File: src/rtl/ili9341_pkg.sv
// Shared constants, state encoding and byte helpers for the ILI9341 rectangle framer.
// The optional ILI9341_CLIP_EN macro is consumed by ili9341_rect_framer.
package ili9341_pkg;

   localparam int COORD_W  = 9;
   localparam int PIXCNT_W = 17;

   localparam logic [7:0] CMD_CASET = 8'h2A;
   localparam logic [7:0] CMD_PASET = 8'h2B;
   localparam logic [7:0] CMD_RAMWR = 8'h2C;

   typedef enum logic [3:0] {
      ST_IDLE,
      ST_CASET_CMD,
      ST_CASET_PAR,
      ST_PASET_CMD,
      ST_PASET_PAR,
      ST_RAMWR_CMD,
      ST_PIX_HI,
      ST_PIX_LO,
      ST_DONE,
      ST_ERR
   } frameState_t;

   // Address-window parameter byte idx of {start[15:0], end[15:0]}, big-endian.
   function automatic logic [7:0] parByte(
      input logic [1:0]         idx,
      input logic [COORD_W-1:0] a,
      input logic [COORD_W-1:0] b
   );
      logic [15:0] wa;
      logic [15:0] wb;
      logic [7:0]  res;
      wa = 16'(a);
      wb = 16'(b);
      unique case (idx)
         2'd0:    res = wa[15:8];
         2'd1:    res = wa[7:0];
         2'd2:    res = wb[15:8];
         default: res = wb[7:0];
      endcase
      return res;
   endfunction

endpackage

File: src/rtl/ili9341_byte_reg.sv
// Output holding register for the framer byte stream.
// Loads a new byte or drops valid once the held byte has been taken.
module ili9341_byte_reg
   import ili9341_pkg::*;
(
   input  logic       CLK_I,
   input  logic       RST_I,
   input  logic       load,
   input  logic [7:0] ldData,
   input  logic       ldDc,
   input  logic       ready,
   output logic       valid,
   output logic [7:0] data,
   output logic       dc
);

   always_ff @(posedge CLK_I or posedge RST_I) begin
      if (RST_I) begin
         valid <= 1'b0;
         data  <= 8'h00;
         dc    <= 1'b0;
      end else if (load) begin
         valid <= 1'b1;
         data  <= ldData;
         dc    <= ldDc;
      end else if (valid && ready) begin
         valid <= 1'b0;
      end
   end

endmodule

File: src/rtl/ili9341_rect_framer.sv
// Fill-rectangle request to ILI9341 CASET/PASET/RAMWR byte stream framer.
// Define ILI9341_CLIP_EN to clamp out-of-range coordinates instead of rejecting.
module ili9341_rect_framer
   import ili9341_pkg::*;
#(
   parameter int WIDTH  = 240,
   parameter int HEIGHT = 320
) (
   input  logic               CLK_I,
   input  logic               RST_I,
   input  logic               req_valid,
   output logic               req_ready,
   input  logic [COORD_W-1:0] req_x0,
   input  logic [COORD_W-1:0] req_x1,
   input  logic [COORD_W-1:0] req_y0,
   input  logic [COORD_W-1:0] req_y1,
   input  logic [15:0]        req_color,
   output logic               byte_valid,
   input  logic               byte_ready,
   output logic [7:0]         byte_data,
   output logic               byte_dc,
   output logic               done,
   output logic               err
);

   localparam logic [COORD_W-1:0] XMAX = COORD_W'(WIDTH - 1);
   localparam logic [COORD_W-1:0] YMAX = COORD_W'(HEIGHT - 1);

   frameState_t state, stNext;
   logic [1:0]  idx, idxNext;
   logic [PIXCNT_W-1:0] cnt, cntNext, nReq;
   logic [COORD_W-1:0]  cx0, cx1, cy0, cy1;
   logic [COORD_W-1:0]  x0q, x1q, y0q, y1q;
   logic [15:0]         colorQ;
   logic [COORD_W:0]    dx, dy;
   logic rangeOk, orderOk, reqOk;
   logic accept, xfer, load, ldDc;
   logic [7:0] ldData;
   logic bValid;

`ifdef ILI9341_CLIP_EN
   always_comb begin
      cx0 = (req_x0 > XMAX) ? XMAX : req_x0;
      cx1 = (req_x1 > XMAX) ? XMAX : req_x1;
      cy0 = (req_y0 > YMAX) ? YMAX : req_y0;
      cy1 = (req_y1 > YMAX) ? YMAX : req_y1;
      rangeOk = 1'b1;
   end
`else
   always_comb begin
      cx0 = req_x0;
      cx1 = req_x1;
      cy0 = req_y0;
      cy1 = req_y1;
      rangeOk = (req_x0 <= XMAX) && (req_x1 <= XMAX) &&
                (req_y0 <= YMAX) && (req_y1 <= YMAX);
   end
`endif

   // Pixel count is only meaningful when the order check passes.
   always_comb begin
      orderOk = (cx1 >= cx0) && (cy1 >= cy0);
      reqOk   = rangeOk && orderOk;
      dx      = {1'b0, cx1} - {1'b0, cx0} + (COORD_W+1)'(1);
      dy      = {1'b0, cy1} - {1'b0, cy0} + (COORD_W+1)'(1);
      nReq    = PIXCNT_W'(dx) * PIXCNT_W'(dy);
   end

   assign req_ready = (state == ST_IDLE) || (state == ST_DONE);
   assign accept    = req_valid && req_ready;
   assign xfer      = bValid && byte_ready;
   assign done      = (state == ST_DONE);
   assign err       = (state == ST_ERR);
   assign byte_valid = bValid;

   always_ff @(posedge CLK_I or posedge RST_I) begin
      if (RST_I) begin
         state <= ST_IDLE;
         idx   <= 2'd0;
         cnt   <= '0;
      end else begin
         state <= stNext;
         idx   <= idxNext;
         cnt   <= cntNext;
      end
   end

   always_ff @(posedge CLK_I or posedge RST_I) begin
      if (RST_I) begin
         x0q    <= '0;
         x1q    <= '0;
         y0q    <= '0;
         y1q    <= '0;
         colorQ <= '0;
      end else if (accept) begin
         x0q    <= cx0;
         x1q    <= cx1;
         y0q    <= cy0;
         y1q    <= cy1;
         colorQ <= req_color;
      end
   end

   // State names the byte currently held in the output register.
   always_comb begin
      stNext  = state;
      idxNext = idx;
      cntNext = cnt;
      load    = 1'b0;
      ldData  = 8'h00;
      ldDc    = 1'b0;
      unique case (state)
         ST_IDLE, ST_DONE: begin
            stNext = ST_IDLE;
            if (accept) begin
               if (reqOk) begin
                  stNext  = ST_CASET_CMD;
                  load    = 1'b1;
                  ldData  = CMD_CASET;
                  cntNext = nReq;
                  idxNext = 2'd0;
               end else begin
                  stNext = ST_ERR;
               end
            end
         end
         ST_ERR: stNext = ST_IDLE;
         ST_CASET_CMD: if (xfer) begin
            load    = 1'b1;
            ldData  = parByte(2'd0, x0q, x1q);
            ldDc    = 1'b1;
            idxNext = 2'd1;
            stNext  = ST_CASET_PAR;
         end
         ST_CASET_PAR: if (xfer) begin
            load = 1'b1;
            if (idx == 2'd0) begin
               ldData = CMD_PASET;
               stNext = ST_PASET_CMD;
            end else begin
               ldData  = parByte(idx, x0q, x1q);
               ldDc    = 1'b1;
               idxNext = idx + 2'd1;
            end
         end
         ST_PASET_CMD: if (xfer) begin
            load    = 1'b1;
            ldData  = parByte(2'd0, y0q, y1q);
            ldDc    = 1'b1;
            idxNext = 2'd1;
            stNext  = ST_PASET_PAR;
         end
         ST_PASET_PAR: if (xfer) begin
            load = 1'b1;
            if (idx == 2'd0) begin
               ldData = CMD_RAMWR;
               stNext = ST_RAMWR_CMD;
            end else begin
               ldData  = parByte(idx, y0q, y1q);
               ldDc    = 1'b1;
               idxNext = idx + 2'd1;
            end
         end
         ST_RAMWR_CMD, ST_PIX_LO: if (xfer) begin
            if (state == ST_PIX_LO) begin
               cntNext = cnt - PIXCNT_W'(1);
            end
            if (state == ST_PIX_LO && cnt == PIXCNT_W'(1)) begin
               stNext = ST_DONE;
            end else begin
               load   = 1'b1;
               ldData = colorQ[15:8];
               ldDc   = 1'b1;
               stNext = ST_PIX_HI;
            end
         end
         ST_PIX_HI: if (xfer) begin
            load   = 1'b1;
            ldData = colorQ[7:0];
            ldDc   = 1'b1;
            stNext = ST_PIX_LO;
         end
         default: stNext = ST_IDLE;
      endcase
   end

   ili9341_byte_reg uByteReg (
      .CLK_I  (CLK_I),
      .RST_I  (RST_I),
      .load   (load),
      .ldData (ldData),
      .ldDc   (ldDc),
      .ready  (byte_ready),
      .valid  (bValid),
      .data   (byte_data),
      .dc     (byte_dc)
   );

endmodule

File: config.mk
export PLATFORM = sky130hd
export DESIGN_NAME = ili9341_rect_framer
export DESIGN_NICKNAME = d
export VERILOG_FILES = /design/src/rtl/ili9341_pkg.sv /design/src/rtl/ili9341_byte_reg.sv /design/src/rtl/ili9341_rect_framer.sv
export SDC_FILE = /design/constraint.sdc
export NUM_CORES = 1
export LEC_CHECK = 0
export BUFFER_PORTS_ARGS = -buffer_cell sky130_fd_sc_hd__buf_2
export CORE_ASPECT_RATIO = 1.1
export CORE_UTILIZATION = 35
export CTS_BUF_LIST = sky130_fd_sc_hd__clkbuf_4
export CTS_CLUSTER_DIAMETER = 100
export DETAILED_ROUTE_END_ITERATION = 7
export GPL_ROUTABILITY_DRIVEN = 1
export HOLD_SLACK_MARGIN = 0.02
export PLACE_DENSITY = 0.6
export REMOVE_ABC_BUFFERS = 1
export SLEW_MARGIN = 20
export SYNTH_ARGS = -nofsm -noshare
export SYNTH_HDL_FRONTEND = slang
export SYNTH_HIERARCHICAL = 1
export SYNTH_SLANG_ARGS = --single-unit
File: constraint.sdc
create_clock -name CLK_I -period 3.15 [get_ports CLK_I]
set_clock_uncertainty 0.2 [all_clocks]
set_input_delay 0 -clock CLK_I [delete_from_list [all_inputs] [get_ports CLK_I]]
set_output_delay 0 -clock CLK_I [all_outputs]
set_load 0.05 [all_outputs]
==> results of run 1 <==
## cell usage in the layout (no fill, tap or decap), drive strengths merged, types with 17 or more instances in the layout
cell / n
nor3: 25
o21ai: 72
fa: 68
dlygate4sd3: 67
nand2: 158
ha: 84
nor2: 77
nand2b: 20
buf: 256
dfrtp: 85
xnor2: 21
a21oi: 38
o22ai: 17
inv: 140
## state kept, by name (all words and copies together), names as in the netlist
register	flops
y0q	9
uByteReg/valid	1
colorQ	16
cnt	17
state	4
uByteReg/data	8
idx	2
uByteReg/dc	1
x0q	9
y1q	9
x1q	9
## what timing repair did
item | 4_1_cts | 5_1_grt
pin swaps | 88 | 54
hold buffers | 67 | 0
endpoints found under the setup margin | 14 | 23
resized for setup | 112 | 44
endpoints found under the hold margin | 145 | 0
gates cloned | 0 | 1
setup buffers | 17 | 7
## metrics by stage
stage	util [%]	setup slack [ps]	cells	setup TNS [ps]	hold slack [ps]
final	51.20	-2724	1632	-28910	49.66
after global routing	51.20	-2863	1632	-31070	45.99
after CTS	50.18	-2598	1625	-28340	30.30
after detailed placement	43.72	-3663	1526	-41990	-183.5
after global placement	43.72	-3541	1526	-40740	-199.3
after floorplan	-	-3486	987	-110950	-359.8
## critical path, delay by kind of cell
| family | cells | cell delay (ps) |
|---|---|---|
| fa+ha+maj | 8 | 3420 |
| compound gates | 7 | 1600 |
| buf+inv | 7 | 490 |
| simple gates | 3 | 380 |
| xor+xnor | 1 | 130 |
## worst max-delay path by stage
stage / start / to / slack [ps] / depth (start not counted)
global route: req_y0[1] / cnt[16] / -2860 / 28
detailed placement: req_y0[1] / cnt[12] / -3660 / 28
floorplan: req_y0[1] / cnt[16] / -3490 / 27
finish: req_y0[3] / cnt[16] / -2720 / 26
CTS: req_y0[1] / cnt[14] / -2600 / 27
global placement: req_y0[1] / cnt[12] / -3540 / 28
## cells by family (layout without fill, tap and decap cells)
group | Yosys count | in the layout | share of synthesized area [%]
adder cells (fa/ha/maj) | 152 | 152 | 27.88
flip-flops | 85 | 85 | 24.58
other | 0 | 1 | 0
AO/OA/AOI/OAI | 206 | 206 | 15.34
XOR/XNOR | 33 | 33 | 3.586
buffers and inverters | 174 | 477 | 7.649
multiplexers | 13 | 13 | 2.024
AND/OR/NAND/NOR | 360 | 360 | 18.94
## area by class of cell
type                       instances  area (um^2)  area share (%)
clock inverter                     6        95.09          0.7741
antenna                            1        2.502         0.02037
inverter                         138        525.5           4.278
tap                              305        381.6           3.107
multi-input combinational        764         6578           53.54
clock buffer                      10        75.07          0.6111
timing repair buffer             323         2500           20.35
sequential                        85         2127           17.32
## routing by layer
| layer | vias up | share of wire, % | routed length (um) | GRT usage [%] |
|---|---|---|---|---|
| met5 | - | 0 | 0 | 0 |
| met4 | 0 | 2.9 | 750 | 7.587 |
| met3 | 51 | 4.1 | 1053 | 1.874 |
| met2 | 212 | 48 | 12480 | 34.60 |
| met1 | 3877 | 45 | 11560 | 27.43 |
| li1 | 4000 | - | - | - |
==> results.toml, run 1 <==
[critical_path]
rrSetupSlack_ps = 30
worstRegToRegCells = 9
critPathKind = "in2reg"
cp-end-kind = "register"
crit_path_max_fanout = 3
crit_slowest_cell = "fa_2"
critical_path_arrival_ps = 6000
critical-path-max-stage-delay_ps = 560
worstPathRequired_ps = 3280
reg2reg_to = "uByteReg/data[2]"
r2r_start = "cnt[8]"
cp-start-kind = "input port"

[route]
dr.first_iter.drc_count = 532
vias = 8140
first_pass_iters = 7
drtAntennaViolNets = 0
routed_wl_um = 25850
wl_per_cell_um = 15.84
vias_per_cell = 4.988
drc = 13

[die]
die-area_um2 = 25360
fp-row-count = 59
start_util_pct = 36.07
die_x_um = 151.9
chipHeight_um = 166.9
ioPinCount = 69
core_area_um2 = 23990

[hold_path]
worstHoldPathType = "in2reg"
hold_path_end = "colorQ[7]"
min_path_cells = 4
min_from = "req_color[7]"

[status]
violations = "DRC, setup timing"
outcome = "complete, but fails checks"

[cts]
root_buffer = "clkbuf_4"
cts_tree = "built"
clockBufferDepth = 2
clk_pin_slew_ps = 150
cts_max_level = 3
clkLatencyLatePin_ps = 460
clock-sinks = 85
cts_buffers = 9

[synth]
ys_top_cells_by_count = "158 x nand2_1, 138 x inv_1, 85 x dfrtp_1"
synth_top_area_share_pct = 24.58
synth_cell_types = 63
synth_edf_count = 0
yosysSeqAreaShare_pct = 24.58
synth_area_leaders = "dfrtp_1 25%, fa_1 16%, ha_1 12%"
synth_flop_cell = "dfrtp_1"
synth-seq-cells = 85
syn_area_per_cell_um2 = 8.459
syn-cell-area_um2 = 8653
synth_cells = 1023
yosysMostFrequentCell = "nand2_1"
synthArstFlopShare_pct = 100.0
ys_warn_count = 6
yosysTopAreaCell = "dfrtp_1"

[grt]
grt_antenna_before_repair = 1
overflow = 0
grt_max_degree = 73
grt_pass1_vias = 8205
grt_pass1_wl_um = 41770
grt_use_total_pct = 20.54

[cells_and_area]
synthToLayoutAreaGrowth_pct = 41.96
final_nets = 1529
num-fill-cells = 2189
drive_above_1_share_pct = 31.52
stdcell_area_um2 = 12280

[timing]
hold_violations = 0
final-max-slew-violation-count = 0
finalCriticalPeriod_ps = 5874
max_freq_mhz = 170.2
timing.final.ws_setup_ps = -2724
tightestPinTransition_ps = 695.6
rsz0062_at_grt = "true"
setup_violations = 14
relSlewSlack_pct = 53.27
fin_crit_sh_pct = 186.5

[place]
gp_congestion = 0.9630
placedInstanceArea_um2 = 10490
portBuffers = 68
dp_hpwl_um = 19340

[flow_run]
maxCapViolations = 0
Power of run 1 is left out: the tool's default activity adds up to more than one toggle a clock period on the data nets, which glitch-free logic cannot reach.
==> run 2: changes to the inputs <==
--- a/config.mk
+++ b/config.mk
@@ -6,6 +6,8 @@
 export NUM_CORES = 1
 export LEC_CHECK = 0
 export BUFFER_PORTS_ARGS = -buffer_cell sky130_fd_sc_hd__buf_2
+export CELL_PAD_IN_SITES_DETAIL_PLACEMENT = 1
+export CELL_PAD_IN_SITES_GLOBAL_PLACEMENT = 1
 export CORE_ASPECT_RATIO = 1.1
 export CORE_UTILIZATION = 35
 export CTS_BUF_LIST = sky130_fd_sc_hd__clkbuf_4
@@ -13,7 +15,7 @@
 export DETAILED_ROUTE_END_ITERATION = 7
 export GPL_ROUTABILITY_DRIVEN = 1
 export HOLD_SLACK_MARGIN = 0.02
-export PLACE_DENSITY = 0.6
+export PLACE_DENSITY = 0.73
 export REMOVE_ABC_BUFFERS = 1
 export SLEW_MARGIN = 20
 export SYNTH_ARGS = -nofsm -noshare
==> run 2 against run 1 <==
Compared with the run above: utilization up 1.9 points; clock-buffer cell count stayed put; first-iteration DRC count increased by 22%; critical path type unchanged; the run still ends with DRC, setup timing left; flip-flop and latch count unchanged; via count is 13% higher; wire length is 52% higher; worst hold slack got worse by 6.1 ps.
==> results.toml, run 2 (synthesized netlist as in run 1, its figures left out) <==
[timing]
rsz0062_at_grt = "true"
relSlewSlack_pct = 43.36
timing.final.ws_setup_ps = -3277
fin_crit_sh_pct = 204.0
holdWs_ps = 43.53
finalCriticalPeriod_ps = 6427
final-max-slew-violation-count = 0
setup_tns_ps = -34230
setup_violations = 14
max_freq_mhz = 155.6
tightestPinTransition_ps = 848.4
hold_violations = 0

[place]
dp_hpwl_um = 22320
pre_cts_slack_ps = -3758
placedInstanceArea_um2 = 10510
portBuffers = 68
gp_congestion = 0.8904

[critical_path]
critPathKind = "in2reg"
r2r_start = "cnt[8]"
cp-start-kind = "input port"
crit_slowest_cell = "fa_1"
crit_path_max_fanout = 3
reg2reg_to = "uByteReg/dc"
worstRegToRegCells = 9
critical-path-max-stage-delay_ps = 550
rrSetupSlack_ps = 40
cp-end-kind = "register"
worstPathRequired_ps = 3290
critical_path_arrival_ps = 6570

[cts]
cts_max_level = 3
clk_pin_slew_ps = 160
clockBufferDepth = 2
root_buffer = "clkbuf_4"
clkLatencyLatePin_ps = 460
clock-sinks = 85
cts_buffers = 9
cts_tree = "built"

[route]
routed_wl_um = 39200
first_pass_iters = 7
vias = 9223
drc = 16
wl_per_cell_um = 23.91
drtAntennaViolNets = 0
dr.first_iter.drc_count = 651
vias_per_cell = 5.627

[cells_and_area]
synthToLayoutAreaGrowth_pct = 47.09
regMostFlops = "cnt"
multi_input_area_um2 = 6898
stdcell_area_um2 = 12730
num-fill-cells = 2692
reg_top3 = "cnt: 17 flops, colorQ: 16 flops"
final_cell_mix = "172 x buf_4, 151 x nand2_1, 103 x inv_1"
drive_above_1_share_pct = 35.36
seq_area_um2 = 2127
final_nets = 1535
largest_reg_flops = 17
mostFrequentLayoutCell = "buf_4"

[grt]
grt_use_total_pct = 27.96
grt_pass1_wl_um = 55660
overflow = 0
grt_pass1_vias = 10286
grt_antenna_before_repair = 2
grt_max_degree = 73

[hold_path]
worstHoldPathType = "in2reg"
min_path_cells = 4
min_from = "req_color[7]"
hold_path_end = "colorQ[7]"

[die]
start_util_pct = 36.07
core_area_um2 = 23990
chipHeight_um = 166.9
fp-row-count = 59
ioPinCount = 69
die-area_um2 = 25360
die_x_um = 151.9

[status]
violations = "DRC, setup timing"
outcome = "complete, but fails checks"

[flow_run]
maxCapViolations = 0
==> run 2: changes by cell type in the layout (fill, tap and decap cells not counted), sizes merged <==
cell / previous run / this run
buf: 256 / 263
clkinvlp: 2 / 3
diode: 1 / 2
dlygate4sd3: 67 / 66
inv: 140 / 139
==> run 2: per-stage QoR <==
stage	utilization [%]	instances
floorplan	-	987
global placement	43.81	1527
detailed placement	43.81	1527
CTS	50.78	1630
global route	53.05	1639
finish	53.05	1639
==> run 2: how the worst max path moves through the flow <==
stage	startpoint	to	slack (ps)	depth (start not counted)
6_report	req_y1[1]	cnt[15]	-3280	30
3_3_place_gp	req_y0[1]	cnt[12]	-3570	28
2_1_floorplan	req_y0[1]	cnt[16]	-3490	27
3_5_place_dp	req_x0[1]	cnt[12]	-3760	30
4_1_cts	req_y0[1]	cnt[16]	-2720	29
5_1_grt	req_y0[1]	cnt[15]	-3350	31
==> run 2: cell type report <==
class                           count  area share [%]
Clock buffer                       10          0.5898
Clock inverter                      6          0.7274
Tap cell                          305           2.998
Antenna cell                        2         0.03932
Inverter                          138           4.256
Sequential cell                    85           16.71
Timing Repair Buffer              329           20.49
Multi-Input combinational cell    764           54.19
==> run 2: worst max-delay path, delay by kind of cell <==
family                   cells  cell delay, ps
adder cells (fa/ha/maj)      9            3610
multiplexers                 1             280
AND/OR/NAND/NOR              3             500
AO/OA/AOI/OAI                7            1100
buffers and inverters        9             780
XOR/XNOR                     1             260
==> run 2: layer usage <==
layer | track usage (%) | up-vias | part of all wire, %
met5 | 0 | - | 0
met4 | 17.17 | 0 | 6.8
met3 | 3.643 | 161 | 3.9
met2 | 50.99 | 367 | 51
met1 | 30.93 | 4686 | 38
li1 | - | 4009 | -
==> run 2: timing repair <==
item	4_1_cts	5_1_grt
endpoints found under the setup margin	18	23
pin swaps	89	66
cloned	0	0
hold endpoints to repair	103	0
gates resized for setup	136	103
buffers inserted	22	11
hold buffers	66	0
Power of run 2 is left out for the same reason.
